--- src/rtl/cisc_pkg.sv ---
// Shared types and constants for the CISC memory arbiter: FSM states,
// requester grant identity and the data value returned on a bus timeout.
package cisc_pkg;

   typedef enum logic [1:0] {
      S_IDLE = 2'd0,
      S_REQ  = 2'd1,
      S_DONE = 2'd2
   } state_t;

   typedef enum logic {
      FETCH = 1'b0,
      DATA  = 1'b1
   } gnt_t;

   localparam logic [15:0] ERR_RDATA = 16'hFFFF;

endpackage

--- src/rtl/cisc_mem_arbiter_if.sv ---
// Requester and external-memory signals of the arbiter. The slave modport is
// the arbiter's view; the master modport is the requesters plus the memory.
interface cisc_mem_arbiter_if;

   logic        f_req;
   logic [15:0] f_addr;
   logic        f_done;
   logic [15:0] f_rdata;

   logic        d_req;
   logic        d_we;
   logic [15:0] d_addr;
   logic [15:0] d_wdata;
   logic        d_done;
   logic [15:0] d_rdata;

   logic [15:0] mem_addr;
   logic [15:0] mem_wdata;
   logic        mem_rd;
   logic        mem_wr;
   logic [15:0] mem_rdata;
   logic        mem_ack;

   logic        bus_err;
   logic        err_clr;

   modport slave (
      input  f_req, f_addr, d_req, d_we, d_addr, d_wdata, mem_rdata, mem_ack, err_clr,
      output f_done, f_rdata, d_done, d_rdata, mem_addr, mem_wdata, mem_rd, mem_wr, bus_err
   );

   modport master (
      output f_req, f_addr, d_req, d_we, d_addr, d_wdata, mem_rdata, mem_ack, err_clr,
      input  f_done, f_rdata, d_done, d_rdata, mem_addr, mem_wdata, mem_rd, mem_wr, bus_err
   );

endinterface

--- src/rtl/cisc_mem_arbiter.sv ---
// Round-robin arbiter sharing one external memory bus between an instruction
// fetch port and a data port, with a per-access timeout and sticky error flag.
module cisc_mem_arbiter
   import cisc_pkg::*;
#(
   parameter int TIMEOUT = 15
) (
   input  logic                      clk,
   input  logic                      rst,
   cisc_mem_arbiter_if.slave         bus
);

   localparam logic [7:0] TIMEOUT_C = 8'(TIMEOUT);

   state_t      r_state;
   gnt_t        r_gnt;
   gnt_t        r_lastGnt;
   logic        r_we;
   logic [7:0]  r_waitCnt;
   logic [15:0] r_memAddr;
   logic [15:0] r_memWdata;
   logic        r_memRd;
   logic        r_memWr;
   logic        r_fDone;
   logic        r_dDone;
   logic [15:0] r_fRdata;
   logic [15:0] r_dRdata;
   logic        r_busErr;

   state_t      w_stateNext;
   gnt_t        w_gntNext;
   gnt_t        w_lastGntNext;
   gnt_t        w_pick;
   logic        w_weNext;
   logic [7:0]  w_waitCntNext;
   logic [7:0]  w_cntInc;
   logic [15:0] w_memAddrNext;
   logic [15:0] w_memWdataNext;
   logic        w_memRdNext;
   logic        w_memWrNext;
   logic        w_fDoneNext;
   logic        w_dDoneNext;
   logic [15:0] w_fRdataNext;
   logic [15:0] w_dRdataNext;
   logic        w_busErrNext;
   logic        w_isRead;

   always_ff @(posedge clk or negedge rst) begin
      if (!rst) begin
         r_state    <= S_IDLE;
         r_gnt      <= FETCH;
         r_lastGnt  <= FETCH;
         r_we       <= 1'b0;
         r_waitCnt  <= 8'd0;
         r_memAddr  <= 16'h0000;
         r_memWdata <= 16'h0000;
         r_memRd    <= 1'b0;
         r_memWr    <= 1'b0;
         r_fDone    <= 1'b0;
         r_dDone    <= 1'b0;
         r_fRdata   <= 16'h0000;
         r_dRdata   <= 16'h0000;
         r_busErr   <= 1'b0;
      end else begin
         r_state    <= w_stateNext;
         r_gnt      <= w_gntNext;
         r_lastGnt  <= w_lastGntNext;
         r_we       <= w_weNext;
         r_waitCnt  <= w_waitCntNext;
         r_memAddr  <= w_memAddrNext;
         r_memWdata <= w_memWdataNext;
         r_memRd    <= w_memRdNext;
         r_memWr    <= w_memWrNext;
         r_fDone    <= w_fDoneNext;
         r_dDone    <= w_dDoneNext;
         r_fRdata   <= w_fRdataNext;
         r_dRdata   <= w_dRdataNext;
         r_busErr   <= w_busErrNext;
      end
   end

   // All outputs are registered, so the strobes and done pulses computed here
   // become visible one edge later; done is therefore high exactly while in DONE.
   always_comb begin
      w_stateNext    = r_state;
      w_gntNext      = r_gnt;
      w_lastGntNext  = r_lastGnt;
      w_pick         = FETCH;
      w_weNext       = r_we;
      w_waitCntNext  = r_waitCnt;
      w_cntInc       = r_waitCnt + 8'd1;
      w_memAddrNext  = r_memAddr;
      w_memWdataNext = r_memWdata;
      w_memRdNext    = 1'b0;
      w_memWrNext    = 1'b0;
      w_fDoneNext    = 1'b0;
      w_dDoneNext    = 1'b0;
      w_fRdataNext   = r_fRdata;
      w_dRdataNext   = r_dRdata;
      w_busErrNext   = r_busErr & ~bus.err_clr;
      w_isRead       = (r_gnt == FETCH) || !r_we;

      case (r_state)
         S_IDLE: begin
            if (bus.f_req || bus.d_req) begin
               // last_gnt only moves on contention, so a lone requester never steals the next tie
               if (bus.d_req && (!bus.f_req || r_lastGnt == FETCH)) begin
                  w_pick = DATA;
               end
               if (bus.f_req && bus.d_req) begin
                  w_lastGntNext = w_pick;
               end
               w_gntNext     = w_pick;
               w_waitCntNext = 8'd0;
               w_stateNext   = S_REQ;
               if (w_pick == DATA) begin
                  w_memAddrNext  = bus.d_addr;
                  w_memWdataNext = bus.d_wdata;
                  w_weNext       = bus.d_we;
                  w_memWrNext    = bus.d_we;
                  w_memRdNext    = !bus.d_we;
               end else begin
                  w_memAddrNext = bus.f_addr;
                  w_weNext      = 1'b0;
                  w_memRdNext   = 1'b1;
               end
            end
         end

         S_REQ: begin
            if (bus.mem_ack || w_cntInc == TIMEOUT_C) begin
               w_stateNext = S_DONE;
               w_fDoneNext = (r_gnt == FETCH);
               w_dDoneNext = (r_gnt == DATA);
               if (!bus.mem_ack) begin
                  w_busErrNext = 1'b1;
               end
               if (w_isRead) begin
                  if (r_gnt == FETCH) begin
                     w_fRdataNext = bus.mem_ack ? bus.mem_rdata : ERR_RDATA;
                  end else begin
                     w_dRdataNext = bus.mem_ack ? bus.mem_rdata : ERR_RDATA;
                  end
               end
            end else begin
               w_waitCntNext = w_cntInc;
               w_memRdNext   = r_memRd;
               w_memWrNext   = r_memWr;
            end
         end

         S_DONE: begin
            w_stateNext = S_IDLE;
         end

         default: begin
            w_stateNext = S_IDLE;
         end
      endcase
   end

   assign bus.f_done    = r_fDone;
   assign bus.d_done    = r_dDone;
   assign bus.f_rdata   = r_fRdata;
   assign bus.d_rdata   = r_dRdata;
   assign bus.mem_addr  = r_memAddr;
   assign bus.mem_wdata = r_memWdata;
   assign bus.mem_rd    = r_memRd;
   assign bus.mem_wr    = r_memWr;
   assign bus.bus_err   = r_busErr;

endmodule

--- src/flat_wrapper.sv ---
// flat-port wrapper written by rule: the top's interface ports become plain ports
module cisc_mem_arbiter_flat import cisc_pkg::*;
#(
   parameter int TIMEOUT = 15
)
  (clk, rst, bus_f_req, bus_f_addr, bus_d_req, bus_d_we, bus_d_addr, bus_d_wdata, bus_mem_rdata, bus_mem_ack, bus_err_clr, bus_f_done, bus_f_rdata, bus_d_done, bus_d_rdata, bus_mem_addr, bus_mem_wdata, bus_mem_rd, bus_mem_wr, bus_bus_err);
  cisc_mem_arbiter_if bus_i ();
  input  logic clk;
  input  logic rst;
  input wire logic [$bits(bus_i.f_req)-1:0] bus_f_req;
  input wire logic [$bits(bus_i.f_addr)-1:0] bus_f_addr;
  input wire logic [$bits(bus_i.d_req)-1:0] bus_d_req;
  input wire logic [$bits(bus_i.d_we)-1:0] bus_d_we;
  input wire logic [$bits(bus_i.d_addr)-1:0] bus_d_addr;
  input wire logic [$bits(bus_i.d_wdata)-1:0] bus_d_wdata;
  input wire logic [$bits(bus_i.mem_rdata)-1:0] bus_mem_rdata;
  input wire logic [$bits(bus_i.mem_ack)-1:0] bus_mem_ack;
  input wire logic [$bits(bus_i.err_clr)-1:0] bus_err_clr;
  output wire logic [$bits(bus_i.f_done)-1:0] bus_f_done;
  output wire logic [$bits(bus_i.f_rdata)-1:0] bus_f_rdata;
  output wire logic [$bits(bus_i.d_done)-1:0] bus_d_done;
  output wire logic [$bits(bus_i.d_rdata)-1:0] bus_d_rdata;
  output wire logic [$bits(bus_i.mem_addr)-1:0] bus_mem_addr;
  output wire logic [$bits(bus_i.mem_wdata)-1:0] bus_mem_wdata;
  output wire logic [$bits(bus_i.mem_rd)-1:0] bus_mem_rd;
  output wire logic [$bits(bus_i.mem_wr)-1:0] bus_mem_wr;
  output wire logic [$bits(bus_i.bus_err)-1:0] bus_bus_err;
  assign bus_i.f_req = bus_f_req;
  assign bus_i.f_addr = bus_f_addr;
  assign bus_i.d_req = bus_d_req;
  assign bus_i.d_we = bus_d_we;
  assign bus_i.d_addr = bus_d_addr;
  assign bus_i.d_wdata = bus_d_wdata;
  assign bus_i.mem_rdata = bus_mem_rdata;
  assign bus_i.mem_ack = bus_mem_ack;
  assign bus_i.err_clr = bus_err_clr;
  assign bus_f_done = bus_i.f_done;
  assign bus_f_rdata = bus_i.f_rdata;
  assign bus_d_done = bus_i.d_done;
  assign bus_d_rdata = bus_i.d_rdata;
  assign bus_mem_addr = bus_i.mem_addr;
  assign bus_mem_wdata = bus_i.mem_wdata;
  assign bus_mem_rd = bus_i.mem_rd;
  assign bus_mem_wr = bus_i.mem_wr;
  assign bus_bus_err = bus_i.bus_err;
  cisc_mem_arbiter #(.TIMEOUT(TIMEOUT)) u_core (.clk(clk), .rst(rst), .bus(bus_i));
endmodule
--- config.mk ---
export PLATFORM = sky130hd
export DESIGN_NAME = cisc_mem_arbiter_flat
export DESIGN_NICKNAME = d
export VERILOG_FILES = /design/src/rtl/cisc_pkg.sv /design/src/rtl/cisc_mem_arbiter_if.sv /design/src/rtl/cisc_mem_arbiter.sv /design/src/flat_wrapper.sv
export SDC_FILE = /design/constraint.sdc
export NUM_CORES = 1
export LEC_CHECK = 0
export ABC_AREA = 1
export ABC_CLOCK_PERIOD_IN_PS = 2000
export BUFFER_PORTS_ARGS = -buffer_cell sky130_fd_sc_hd__buf_2
export CAP_MARGIN = 20
export CORE_MARGIN = 4
export CORE_UTILIZATION = 49
export DETAILED_ROUTE_END_ITERATION = 8
export PLACE_DENSITY = 0.8
export SYNTH_ARGS = -nofsm -noshare
export SYNTH_HDL_FRONTEND = slang
export SYNTH_SLANG_ARGS = --single-unit
--- constraint.sdc ---
create_clock -name clk -period 2 [get_ports clk]
set_input_delay 0.1 -clock clk [delete_from_list [all_inputs] [get_ports clk]]
set_output_delay 0.1 -clock clk [all_outputs]
set_load 0.01 [all_outputs]
# Yosys cells after proc, flatten, opt, wreduce, memory -nomap -nowiden
# Index checks and enable logic that the tools add are counted.
# W data, S select, Z words.
# word_totals
regBits,82
inputBits,71
output_inout_bits,69
word_cells,67
# op_classes
add_sub_neg,1
eq_ne,5
muxes,25
bitwise,4
n_reduce_logical,18
# op_table
cell,n
$mux W16,2
$mux W8,2
$pmux W8 S2,1
$mux W1,15
$reduce_and A3 Y1,3
$add A8 B1 Y8 const B,1
$eq A8 B4 Y1 const B,1
$reduce_and A4 Y1,2
$logic_or A1 B1 Y1,4
$mux W2,2
$ne A2 B1 Y1 const B,2
$pmux W1 S2,2
$pmux W2 S2,1
$reduce_and A2 Y1,2
$logic_not A1 Y1,3
$not A1 Y1,3
$eq A2 B1 Y1 const B,1
$logic_and A1 B1 Y1,2
$logic_not A2 Y1,1
$ne A2 B2 Y1 const B,1
$reduce_bool A2 Y1,1
$and A1 B1 Y1,1

# Longest topological paths before layout
# depth
ltp_word,9
ltp_mapped,12
ltp_nobuf,11

# Worst setup path before layout
# No wires, ideal clock.
# synth_path
path_kind,register to register
startpoint,reg u_core.r_waitCnt[0]
endpoint,reg u_core.r_fRdata[10] (netlist: u_core.bus.f_rdata[10])
setup_time_ns,0.117
t_arrival_ns,1.657
t_required_ns,1.883
path_slack_ns,0.226
path_stages_with_launch,13
path_buffers,1
period_less_slack_ns,1.774
cell_sequence,dfrtp_1 -> ha_1 -> nand2_1 -> inv_1 -> nor2_1 -> nand3_1 -> nor2_2 -> nand3_4 -> nand2_4 -> nand3_4 -> buf_2 -> nand2_1 -> nand2_1
# synth_between
elab_chain_cells,4
# synth_lines
item,line,rtl
start: declaration,cisc_mem_arbiter.sv:19,logic [7:0] r_waitCnt;
start signal: assignment,cisc_mem_arbiter.sv:69,r_waitCnt <= w_waitCntNext;
$add A8 B1 Y8,cisc_mem_arbiter.sv:91,w_cntInc = r_waitCnt + 8'd1;
$eq A8 B4 Y1,cisc_mem_arbiter.sv:131,if (bus.mem_ack || w_cntInc == TIMEOUT_C) begin
$logic_or A1 B1 Y1,cisc_mem_arbiter.sv:131,
$reduce_and A4 Y1 (no line),-,
end signal: assignment,cisc_mem_arbiter.sv:76,r_fRdata <= w_fRdataNext;
end: declaration,cisc_mem_arbiter.sv:26,logic [15:0] r_fRdata;
# No other way between the ends.
# A chain may end at the register's enable or synchronous reset.

# Worst setup path after layout
# layout_path
startpoint,reg u_core.r_waitCnt[0]
endpoint,reg u_core.r_dRdata[6] (netlist: u_core.bus.d_rdata[6])
# layout_between
elab_chain_cells,4
# layout_lines
item,line,rtl
$add A8 B1 Y8,cisc_mem_arbiter.sv:91,
$eq A8 B4 Y1,cisc_mem_arbiter.sv:131,
$logic_or A1 B1 Y1,cisc_mem_arbiter.sv:131,
$reduce_and A4 Y1 (no line),-,
end signal: assignment,cisc_mem_arbiter.sv:77,r_dRdata <= w_dRdataNext;
end: declaration,cisc_mem_arbiter.sv:27,logic [15:0] r_dRdata;
# No other way between the ends.

==> results.tsv <==
metric	value	unit
Site Rows	31	
IO Count	140	
worst slew pin tran	0.6988	ns
Final #Nets	644	
Cell Int Power	4.315	mW
Final Setup Violations	0	
fmax	0.5400	GHz
Hold Path Depth	2	
Residual DRC	0	
max capacitance violation total	0	
Filler Cells Inserted	607	
r2r endpoint	u_core.bus.d_rdata[6]	
Reg clk slew, reported paths	0.08	ns
Distinct cells, synth	25	
Synthesis Warnings	0	
post-route minimum period	1.852	ns
design area	4940	µm²
Placed Area	4518	µm²
post-DP HPWL	6.630	mm
Cells after Synth	414	
synthesized flop and latch total	82	
Sw Share	40.58	%
vias in the first global route	3398	
Final Skew	0.01144	ns
wire per inst	14.19	µm
RSZ-0062 raised after global routing	yes	
CP endpoint kind	register	
hold path startpoint	bus_d_wdata[7]	
Setup TNS	0	ns
most common cell after layout, fill and taps aside	buf_2	
max-slew violations	0	
peak supply drop	0.7687	mV
fin util	67.38	%
gr usage total	21.29	%
Fin. Hold Viols	0	
R2R Setup Slk	0.15	ns
critical path class	register to register	
hold endpoint	u_core.bus.mem_wdata[7]	
FF-to-FF path depth	11	
CP Launch Type	register	
multi-input logic area	1469	µm²
Area growth, synth to finish	32.04	%
Post-Syn Nets	487	
GPL Wtd Cong	0.9211	
drt total wl	9.591	mm
critical path arrival	2.08	ns
sequential fraction of the synthesis area	54.85	%
largest net degree at the start of global routing	39	
sequential cell area	2052	µm²
first-pass GRT wire length	15.36	mm
period utilization	92.59	%
P_leak	2.617	nW
clock share of power	16.8	%
CTS tree	yes	
Relative slew margins	53.10	%
number of routed nets with antenna violations	0	
worst skew pair latency	0.34	ns
Root Buffer	clkbuf_8	
initial antenna violation count	0	
die height	95.38	µm
die width	95.38	µm
Vias	3445	
outcome	completed	
hold crit path type	primary input to register	
cell area power density	1470	nW/µm²
maximum level of the CTS H-tree	3	
Reg2Reg Launch Point	u_core.r_waitCnt[0]	
TritonCTS Buffers	9	
Comb power frac	44.3	%
Sw Pwr	2.947	mW
initial DRC count	209	
share of layout cells above drive strength 1	34.55	%
Core ar.	7331	µm²
Clock Path Buffers	2	
post-DR vias/cell	5.096	
CP max FO	11	
port bufs	139	
Worst Path Required	2.22	ns
Synth Area per Inst	9.036	µm²
starting density of the core	51.03	%
First-pass DRT Iterations	4	
Mapped Area	3741	µm²
Flop pwr share	39.0	%
Die Area	9096	µm²
most frequent cells in the layout	buf_2, nand2_1, dfrtp_1	
grt ovf	0	
CTS Sinks	82	
[sequential cells by signal (all words and copies together) (netlist names)]
name	count
u_core.r_we	1
u_core.r_gnt	1
u_core.bus.mem_addr	16
u_core.r_lastGnt	1
u_core.bus.bus_err	1
u_core.r_waitCnt	8
u_core.r_state	2
u_core.bus.d_rdata	16
u_core.bus.d_done	1
u_core.bus.mem_wr	1
u_core.bus.f_done	1
u_core.bus.mem_rd	1
u_core.bus.f_rdata	16
u_core.bus.mem_wdata	16
[kinds of logic (layout without fill, tap and decap cells)]
kind of cell	Yosys count	count (layout)	synth area share [%]
buffers and inverters	55	215	7.258
multiplexers	16	16	4.816
adder cells (fa/ha/maj)	2	2	0.6688
AND/OR/NAND/NOR	215	217	26.32
other	0	1	0
AO/OA/AOI/OAI	44	44	6.087
flip-flops	82	82	54.85
[layout make-up]
cell class                      instances  area share (%)
Clock inverter                          5           1.266
Tap cell                               99           2.508
Inverter                               33           2.508
Antenna cell                            1         0.05066
Timing Repair Buffer                  166           19.53
Multi-Input combinational cell        279           29.74
Sequential cell                        82           41.54
Clock buffer                           11           2.862
[critical path, cell delays in order, from the launching register on]
cell and delay, ns:
dfrtp_1 0.41, ha_2 0.21, nand2_1 0.07, inv_1 0.05, nor2_1 0.14, nand3_1 0.12
nor2_2 0.14, nand3_4 0.13, nand2_8 0.16, nand3_4 0.15, nand2_1 0.11, nand2_1 0.06
[how the worst max path moves through the flow]
| stage | start | endpoint | slack (ns) | depth (start not counted) |
|---|---|---|---|---|
| after floorplan | u_core.r_waitCnt[0] | u_core.bus.f_rdata[10] | 0.23 | 12 |
| after global placement | u_core.r_waitCnt[0] | u_core.bus.f_rdata[3] | 0.14 | 11 |
| after detailed placement | u_core.r_waitCnt[0] | u_core.bus.d_rdata[14] | 0.08 | 11 |
| after CTS | u_core.r_waitCnt[0] | u_core.bus.d_rdata[1] | 0.06 | 11 |
| after global routing | u_core.r_waitCnt[0] | u_core.bus.d_done | -0.001 | 10 |
| final | u_core.r_waitCnt[0] | u_core.bus.d_rdata[6] | 0.15 | 11 |
[Yosys cell counts (all sizes together)]
library cell,n,area [µm²]
nand2,131,504.2
dfrtp,82,2052
o21ai,40,200.2
nand4,34,212.7
inv,32,120.1
nor2,30,130.1
nand3,20,137.6
mux2,16,180.2
buf,15,121.4
clkbuf,7,26.28
a21oi,2,10.01
ha,2,25.02
clkinv,1,3.750
o21bai,1,11.26
o22ai,1,6.260
[power groups by stage]
stage	registers (mW)	logic (mW)	clock network [mW]
floorplan	3.16	1.61	0
global placement	2.82	3.00	0
detailed placement	2.84	3.10	0
CTS	2.82	3.11	1.24
global route	2.90	3.61	1.30
finish	2.83	3.22	1.22
[per-stage QoR]
step / hold WS [ns] / setup slack, ns / std cells / power, mW
6_report: 0.008084 / 0.1483 / 676 / 7.262
5_1_grt: 0.0007812 / -0.001159 / 675 / 7.817
4_1_cts: 0.003785 / 0.05839 / 671 / 7.170
3_5_place_dp: 0.09913 / 0.07759 / 642 / 5.931
3_3_place_gp: 0.08916 / 0.1390 / 642 / 5.817
2_1_floorplan: -0.1956 / 0.2259 / 414 / 4.770
[timing repair]
action | 4_1_cts | 5_1_grt
gates resized for setup | 0 | 10
hold endpoints to repair | 46 | 1
hold buffers | 13 | 1
setup endpoints to repair | 0 | 44
buffers inserted | 0 | 1
[layer usage]
metal / up-vias / wire [µm] / track usage, %
met5: - / 0 / 0
met4: 0 / 106 / 7.583
met3: 14 / 906 / 6.472
met2: 146 / 4778 / 35.28
met1: 1606 / 3800 / 26.42
li1: 1679 / - / -
Power figures use the tool's default switching activity.
